==> src/rtl/register_readback.sv <==
// Host register read-back: synchronises an asynchronous read strobe and returns a held snapshot
// of one register from a flattened bank. Optional macro: READBACK_PARITY_EN adds read_parity.
module register_readback #(
    parameter int NUM_REGS    = 4,
    parameter int DATA_WIDTH  = 8,
    parameter int SYNC_STAGES = 2,
    parameter int HOLD_CYCLES = 16,
    localparam int ADDR_WIDTH = (NUM_REGS > 1) ? $clog2(NUM_REGS) : 1
) (
    input  logic                           clk,
    input  logic                           reset,
    input  logic                           read,
    input  logic [ADDR_WIDTH-1:0]          read_address,
    input  logic [NUM_REGS*DATA_WIDTH-1:0] registers,
    output logic [DATA_WIDTH-1:0]          read_register,
    output logic                           read_valid,
    output logic                           busy,
    output logic                           address_error,
`ifdef READBACK_PARITY_EN
    output logic                           overrun,
    output logic                           read_parity
`else
    output logic                           overrun
`endif
);

    localparam int CNT_WIDTH = (HOLD_CYCLES > 1) ? $clog2(HOLD_CYCLES) : 1;
    localparam logic [CNT_WIDTH-1:0] HOLD_LOAD = CNT_WIDTH'(HOLD_CYCLES - 1);

    typedef enum logic [1:0] {
        IDLE,
        CAPTURE,
        VALID,
        RELEASE
    } state_t;

    state_t                 state;
    state_t                 state_next;
    logic [SYNC_STAGES-1:0] sync_q;
    logic [SYNC_STAGES-1:0] fill_q;
    logic                   read_s;
    logic                   read_prev;
    logic                   rise;
    logic [ADDR_WIDTH-1:0]  addr_q;
    logic [CNT_WIDTH-1:0]   hold_cnt;
    logic [DATA_WIDTH-1:0]  sel_data;
    logic                   sel_hit;

    assign read_s = sync_q[SYNC_STAGES-1];
    assign rise   = read_s & ~read_prev;
    assign busy   = (state != IDLE);

    // NOTE: read_prev starts at 1 and only tracks read_s once the synchroniser has filled with
    // real samples, so a strobe already high at reset release never looks like a new edge.
    always_ff @(posedge clk or posedge reset) begin
        if (reset) begin
            sync_q    <= '0;
            fill_q    <= '0;
            read_prev <= 1'b1;
        end else begin
            sync_q <= {sync_q[SYNC_STAGES-2:0], read};
            fill_q <= {fill_q[SYNC_STAGES-2:0], 1'b1};
            if (fill_q[SYNC_STAGES-1]) begin
                read_prev <= read_s;
            end
        end
    end

    // NOTE: both outputs get a default before the loop, so no latch is inferred and an
    // out-of-range address naturally selects zero.
    always_comb begin
        sel_data = '0;
        sel_hit  = 1'b0;
        for (int i = 0; i < NUM_REGS; i++) begin
            if (addr_q == i[ADDR_WIDTH-1:0]) begin
                sel_data = registers[i*DATA_WIDTH +: DATA_WIDTH];
                sel_hit  = 1'b1;
            end
        end
    end

    always_ff @(posedge clk or posedge reset) begin
        if (reset) begin
            state <= IDLE;
        end else begin
            state <= state_next;
        end
    end

    always_comb begin
        state_next = state;
        case (state)
            IDLE:    if (rise) state_next = CAPTURE;
            CAPTURE: state_next = VALID;
            VALID:   if (hold_cnt == '0 && !read_s) state_next = RELEASE;
            RELEASE: state_next = IDLE;
            default: state_next = IDLE;
        endcase
    end

    always_ff @(posedge clk or posedge reset) begin
        if (reset) begin
            addr_q        <= '0;
            hold_cnt      <= '0;
            read_register <= '0;
            read_valid    <= 1'b0;
            address_error <= 1'b0;
            overrun       <= 1'b0;
        end else begin
            if (rise && state != IDLE) begin
                overrun <= 1'b1;
            end
            case (state)
                IDLE: begin
                    if (rise) begin
                        addr_q <= read_address;
                    end
                end
                CAPTURE: begin
                    read_register <= sel_data;
                    if (!sel_hit) begin
                        address_error <= 1'b1;
                    end
                    hold_cnt   <= HOLD_LOAD;
                    read_valid <= 1'b1;
                end
                VALID: begin
                    // Counter saturates at zero; valid drops on the same edge that enters RELEASE.
                    if (hold_cnt != '0) begin
                        hold_cnt <= hold_cnt - 1'b1;
                    end else if (!read_s) begin
                        read_valid <= 1'b0;
                    end
                end
                default: ;
            endcase
        end
    end

`ifdef READBACK_PARITY_EN
    always_ff @(posedge clk or posedge reset) begin
        if (reset) begin
            read_parity <= 1'b1;
        end else if (state == CAPTURE) begin
            read_parity <= ~^sel_data;
        end
    end
`endif

endmodule
==> config.mk <==
export PLATFORM = sky130hd
export DESIGN_NAME = register_readback
export DESIGN_NICKNAME = d
export VERILOG_FILES = /design/src/rtl/register_readback.sv
export SDC_FILE = /design/constraint.sdc
export NUM_CORES = 1
export LEC_CHECK = 0
export BUFFER_PORTS_ARGS = -buffer_cell sky130_fd_sc_hd__buf_2
export CORE_ASPECT_RATIO = 0.8
export CORE_MARGIN = 4
export CORE_UTILIZATION = 50
export CTS_CLUSTER_DIAMETER = 30
export DETAILED_ROUTE_END_ITERATION = 6
export PLACE_DENSITY = 0.83
export SLEW_MARGIN = 20
export SYNTH_ARGS = -nofsm -noshare
export SYNTH_HDL_FRONTEND = slang
export SYNTH_SLANG_ARGS = --single-unit
==> constraint.sdc <==
create_clock -name clk -period 2.8 [get_ports clk]
set_input_delay 0.14 -clock clk [delete_from_list [all_inputs] [get_ports clk]]
set_output_delay 0.14 -clock clk [all_outputs]
set_load 0.005 [all_outputs]
[Word level (Yosys, flattened, before mapping)]
Cells that the tools add are included.
Storage, ports and cells
  bits in registers: 24
  latch bits: 0
  bits in writable memories: 0
  ROM bits: 0
  input bits: 37
  output and inout port bits: 12
  logic and storage cells: 55
  memories: 0
Cells by class
  add/sub/neg operators: 1
  $mul: 0
  divide/modulo/power cells: 0
  magnitude comparators: 0
  equal/unequal tests: 11
  shift-type cells: 0
  muxes and demuxes: 16
  bitwise logic cells: 3
  reduce and logical (&&, ||, !) cells: 14
Operators with widths (count)
  $mux 8: 4
  $ne 2x2->1 const B: 5
  $eq 2x2->1 const B: 4
  $pmux 2 s4: 1
  $pmux 4 s2: 1
  $reduce_and 2->1: 4
  $mux 1: 6
  $eq 2x1->1 const B: 2
  $logic_not 2->1: 2
  $logic_not 4->1: 1
  $mux 2: 2
  $mux 4: 1
  $reduce_bool 2->1: 2
  $reduce_bool 4->1: 1
  $sub 4x1->4 const B: 1
  $reduce_and 3->1: 1
  $logic_and 1x1->1: 2
  $not 1->1: 2
  $pmux 1 s2: 1
  $and 1x1->1: 1
  $logic_not 1->1: 1

[Logic depth before layout (Yosys ltp)]
Gate-level depths: netlist (run 1).
  depth after elaboration: 7
  depth in mapped cells: 6

[Worst setup path after synthesis (run 1)]
No wires, ideal clock.
  path kind: reg2reg
  from: register hold_cnt[0]
  to: register state[1]
  data arrival time: 1.529 ns
  data required time: 2.672 ns
  slack: 1.143 ns
  stages on the path, launching flop included: 6
  period minus slack after synthesis: 1.657 ns
  path through: dfrtp_1 > inv_1 > ha_1 > or4b_1 > a22oi_2 > mux2_1
Between the ends
  longest elaborated chain between the ends: 4
Ends and longest elaborated chain
  start, declared: RTL line 45  | logic [CNT_WIDTH-1:0] hold_cnt;
  start signal, assigned: RTL line 130  | hold_cnt <= hold_cnt - 1'b1;
  $logic_not 4->1: RTL line 95  | VALID: if (hold_cnt == '0 && !read_s) state_next = RELEASE;
  $logic_and 1x1->1: RTL line 95
  $ne 2x2->1 (no source line)
  $reduce_and 2->1 (no source line)
  end signal, assigned: RTL line 86  | state <= state_next;
  end, declared: RTL line 37  | state_t state;
Every way passes these cells.
A chain may end at the register's enable or synchronous reset.

[Worst setup path after layout (run 1)]
Ends and elaborated chain as after synthesis.

==> results of run 1 <==
==> cells by family after synthesis <==
family                     Yosys count  share of synthesized area
buffers and inverters               12                     0.0389
AOI/OAI and AO/OA                   10                     0.0641
adders and majority gates            5                     0.0525
and+or+nand+nor                     16                     0.0714
muxes                               20                      0.265
DFF                                 24                      0.505
other                                1                    0.00315
==> sequential cells by signal (all words and copies together), names as in the netlist <==
register / cells
read_register: 8
hold_cnt: 4
addr_q: 2
fill_q: 2
state: 2
sync_q: 2
address_error: 1
overrun: 1
read_prev: 1
read_valid: 1
==> worst min-delay path by stage <==
stage,slack (ns),startpoint,to,depth (start not counted)
final,-0.01,reset,read_register[7],2
after global routing,0.01,read_address[1],addr_q[1],2
after CTS,0.01,reset,address_error,2
after detailed placement,0.25,read,sync_q[0],1
after global placement,0.25,read,sync_q[0],1
after floorplan,0.15,reset,addr_q[0],1
==> metrics by stage <==
| stage | instance area [µm²] | hold slack (ns) |
|---|---|---|
| after floorplan | 1190 | 0.154 |
| after global placement | 1440 | 0.250 |
| after detailed placement | 1440 | 0.251 |
| after CTS | 1510 | 0.0128 |
| after global routing | 1510 | 0.0145 |
| final | 1510 | -0.0124 |
==> where the power goes <==
group	total [mW]	switching [mW]	internal, mW	leakage, nW
logic	0.582	0.228	0.354	0.422
registers	0.580	0.117	0.463	0.269
clock network	0.249	0.104	0.145	0.0279
==> cell type report <==
class                      count  area share
sequential                    24       0.400
clock inverter                 1      0.0200
timing repair buffer          49       0.166
multi-input combinational     52       0.361
inverter                       7      0.0175
tap                           25      0.0208
clock buffer                   3      0.0150
==> cells in the mapped netlist, drive strengths merged, types with 2 or more instances <==
| library cell | number | area [µm²] |
|---|---|---|
| a21oi | 3 | 15.0 |
| clkbuf | 4 | 15.0 |
| ha | 5 | 62.6 |
| nor2 | 5 | 18.8 |
| nor3 | 2 | 10.0 |
| mux4 | 8 | 180 |
| nand2 | 2 | 7.51 |
| a211oi | 2 | 15.0 |
| mux2 | 12 | 135 |
| dfrtp | 23 | 576 |
| inv | 7 | 26.3 |
==> repair_timing <==
action,4_1_cts,5_1_grt
endpoints found under the setup margin,0,0
hold buffers,1,0
endpoints found under the hold margin,1,0
setup buffers,0,0
==> worst max-delay path, delay by kind of cell (launching register included) <==
kind,cells,cell delay [ns]
simple gates,1,0.46
compound gates,1,0.17
flops,1,0.43
fa+ha+maj,1,0.20
buf+inv,1,0.07
mux,1,0.33
==> cell usage in the layout (no fill, tap or decap), drive strengths merged <==
cell,instances
a2bb2oi,1
buf,48
clkbuf,3
nor2,5
mux2,12
o21bai,1
or4b,1
bufinv,1
mux4,8
nor3,2
conb,1
nand2b,1
and2,1
a21oi,3
nand3,1
or2,1
a211o,1
a22oi,1
o221ai,1
dfrtp,23
dfstp,1
nor2b,1
dlygate4sd3,1
or3b,1
inv,7
a211oi,2
nand2,2
ha,5
==> layer usage <==
layer	track usage	share of wire	vias up
met4	0.0440	0.0083	0
met5	0	0	-
met2	0.366	0.58	28
met1	0.202	0.36	431
li1	-	-	410
met3	0.0497	0.055	4
==> flow_summary.yaml, run 1 <==
yosys:
  syn_nets: 130
  synth_cell_types: 27
  ys.flop_type: "dfrtp_1"
  syn_inst: 88
  syn_area_per_cell_um2: 13.5
  yosysWarnings: 0
  syn_area_um2: 1190
  ys_ff_latch: 24
  ys_seq_area_frac: 0.505
  synth-edff-count: 0
  async_flop_share: 1.00
setup_path:
  worstSetupStartpointType: "register"
  r2r_end: "state[1]"
  regToRegSetupSlack_ns: 1.03
  reg2reg_depth: 5
  crit_arrival_ns: 1.98
  cp_max_fo: 4
  critPathKind: "register to register"
  path_cells: "inv_1, ha_1, or4b_1, a22oi_2, mux2_1"
  worstSetupEndpoint: "state[1]"
  crit_path_start: "hold_cnt[0]"
  max_stage_delay_ns: 0.46
  cp-end-kind: "register"
  critPathRequiredTime_ns: 3.02
  worstReg2RegStart: "hold_cnt[0]"
  slowest_stage: "or4b_1"
place:
  placedCellCount: 156
  port_buffers: 48
  dp_hpwl_um: 2050
  gp_congestion: 0.711
  pre_cts_ws_ns: 1.05
global_routing:
  grt_max_degree: 25
  grt_remaining_overflow: 0
  grt_antenna_before_repair: 0
  grt_pass1_wl_um: 4550
  grt_pass1_vias: 951
  grt_use_total: 0.186
sta:
  hold_ws_ns: -0.0124
  fmax_mhz: 566
  final_max_slew_viol_count: 0
  max_slew_margin: 0.405
  worstMarginPinSlew_ns: 0.891
  fin_ws_ns: 1.03
  finalHoldViolCount: 23
  min_period_ns: 1.77
  setup_violations: 0
  finalClockSkew_ns: 0.00143
  min_period_over_period: 0.631
  rsz0062_at_grt: "false"
  tns_ns: 0
power_and_ir_drop:
  p_total_mw: 1.41
  vdd_drop_max_uv: 592
  p_leak_nw: 0.719
  p_per_area_nw_per_um2: 937
routing:
  wirelength_um: 2550
  num_vias: 873
  drc: 0
  avgViaCountPerCell: 5.42
  drt_first_pass_iters: 4
  drtIter0Drc: 16
  ant_nets: 0
  routedWlPerCell_um: 15.8
cells_and_area:
  antennaDiodeCount: 0
  nets: 179
  multiInputGateArea_um2: 543
  syn2layout_area_growth_pct: 26.4
  regArea_um2: 602
  final_core_util: 0.680
  layout-drive-gt1-share: 0.551
  fin_cells: 161
  fillers: 181
cts:
  clkLatencyLatePin_ns: 0.32
  root_buffer: "clkbuf_4"
  cts_max_path_buffers: 2
  cts_sinks: 24
  clkTransAtPathRegs_ns: 0.13
  cts-resized-gates: 0
  cts_buffers: 3
  htree_levels: 1
  tritoncts: "built"
floorplan:
  ios: 49
  die_w_um: 62.6
  die_y_um: 51.7
  initial_core_util: 0.538
  fp-row-count: 15
  die_area_um2: 3230
  core_um2: 2210
run:
  cap_violations: 0
run_status:
  violations: "negative hold slack"
  status: "finished with violations"
worst_hold_path:
  hold_class: "input pin to asynchronous set/reset pin"
Power figures use the tool's default switching activity.
==> inputs of run 2 (changes only) <==
CORE_UTILIZATION = 47   (was 50)
PLACE_DENSITY = 0.78   (was 0.83)
clock period = 1.8 ns   (was 2.8 ns; I/O delays follow)
==> run 2 against run 1 <==
The run now ends clean. Design area grew 4.8%. Cell count grew 9.9%. Clock-buffer cell count is the same. Hold slack gained 0.024 ns. Sequential cell count is the same. Largest power group unchanged. Highest routed layer unchanged.
==> flow_summary.yaml, run 2 (same netlist as run 1, synthesis figures left out) <==
floorplan:
  initial_core_util: 0.488
  core_um2: 2440
  fp-row-count: 16
  die_w_um: 64.3
  die_area_um2: 3410
  ios: 49
  die_y_um: 53.0
setup_path:
  cp-end-kind: "register"
  critPathKind: "register to register"
  reg2reg_depth: 5
  worstReg2RegStart: "hold_cnt[0]"
  worstSetupStartpointType: "register"
  crit_path_start: "hold_cnt[0]"
  r2r_end: "state[1]"
  cp_max_fo: 4
  critPathRequiredTime_ns: 2.01
  crit_arrival_ns: 1.96
  worstSetupEndpoint: "state[1]"
  regToRegSetupSlack_ns: 0.05
cts:
  cts_buffers: 3
  clkLatencyLatePin_ns: 0.32
  htree_levels: 1
  root_buffer: "clkbuf_4"
  cts_max_path_buffers: 2
  tritoncts: "built"
  cts_sinks: 24
  clkTransAtPathRegs_ns: 0.13
power_and_ir_drop:
  power_frac_seq: 0.402
  p_leak_nw: 0.742
  clkPwrFrac: 0.172
  combPwrFrac: 0.427
  p_sw_uw: 702
  p_per_area_nw_per_um2: 1420
  vdd_drop_max_uv: 696
  p_sw_frac: 0.313
  intPower_mw: 1.54
cells_and_area:
  final_common_cell: "buf_2"
  syn2layout_area_growth_pct: 32.5
  regArea_um2: 602
  top_regs: "read_register: 8 flops, hold_cnt: 4 flops"
  final_cell_area_um2: 1580
  layout-drive-gt1-share: 0.567
  largest_register_ffs: 8
  nets: 184
  final_core_util: 0.646
  final_cell_mix: "48 x buf_2, 23 x dfrtp_1, 11 x mux2_2, 8 x mux4_2, 7 x inv_1"
  fillers: 192
  antennaDiodeCount: 0
  multiInputGateArea_um2: 559
  regMostFlops: "read_register"
global_routing:
  grt_antenna_before_repair: 0
  grt_max_degree: 25
  grt_use_total: 0.159
  grt_pass1_wl_um: 4060
  grt_pass1_vias: 953
  grt_remaining_overflow: 0
routing:
  drt_first_pass_iters: 4
  num_vias: 890
  wirelength_um: 2430
  routedWlPerCell_um: 13.7
  ant_nets: 0
  drc: 0
  avgViaCountPerCell: 5.03
  drtIter0Drc: 9
sta:
  setup_violations: 0
  finalClockSkew_ns: 0.00591
  min_period_ns: 1.75
  final_max_slew_viol_count: 0
  tns_ns: 0
  min_period_over_period: 0.972
  worstMarginPinSlew_ns: 0.503
  max_slew_margin: 0.665
  fmax_mhz: 572
  finalHoldViolCount: 0
place:
  port_buffers: 48
  dp_hpwl_um: 1890
  gp_congestion: 0.750
  dpl_cell_area_um2: 1470
worst_hold_path:
  hold_class: "input pin to register"
  holdCritStartpoint: "read_address[0]"
run_status:
  status: "completed"
run:
  cap_violations: 0
## run 2: power groups by stage
stage          logic [mW]  clock network (mW)  registers [mW]
2_1_floorplan       0.727                   0           0.823
3_3_place_gp        0.880                   0           0.902
3_5_place_dp        0.915                   0           0.917
4_1_cts             0.928               0.397           0.905
5_1_grt              1.07               0.416           0.935
6_report            0.956               0.385           0.899
## run 2: worst max-delay path, cell delays in order, from the launching register on
cell     delay (ns)
dfrtp_1        0.43
inv_1          0.10
ha_4           0.14
or4b_4         0.45
a22oi_2        0.19
mux2_1         0.33
## run 2: worst min path at each step
| stage | to | cells after the start |
|---|---|---|
| after floorplan | addr_q[0] | 1 |
| after global placement | address_error | 3 |
| after detailed placement | address_error | 3 |
| after CTS | addr_q[0] | 2 |
| after global routing | addr_q[0] | 2 |
| final | addr_q[0] | 2 |
## run 2: timing repair
action	CTS	global route
gates resized for setup	0	3
hold buffers	3	0
hold endpoints to repair	25	0
buffers inserted	0	1
setup endpoints to repair	0	1
## run 2: per-stage QoR
step | cells | setup slack, ns | power, mW | hold slack (ns)
after global placement | 169 | 0.117 | 1.78 | 0.142
final | 177 | 0.0506 | 2.24 | 0.0113
after detailed placement | 169 | 0.0816 | 1.83 | 0.150
after CTS | 176 | 0.0440 | 2.23 | 0.00646
after floorplan | 88 | 0.143 | 1.55 | 0.104
after global routing | 177 | -0.00612 | 2.42 | 0.0170
## run 2: final cells by class
class                      instances  share of cell area
clock buffer                       3              0.0143
clock inverter                     1              0.0190
inverter                           7              0.0167
multi-input combinational         52               0.354
sequential                        24               0.381
tap                               36              0.0285
timing repair buffer              54               0.186
## run 2: routing by layer
layer / global-route usage / part of all wire / up-vias
met2: 0.327 / 0.58 / 23
li1: - / - / 426
met1: 0.163 / 0.37 / 439
met4: 0.0316 / 0.0095 / 0
met3: 0.0403 / 0.040 / 2
met5: 0 / 0 / -
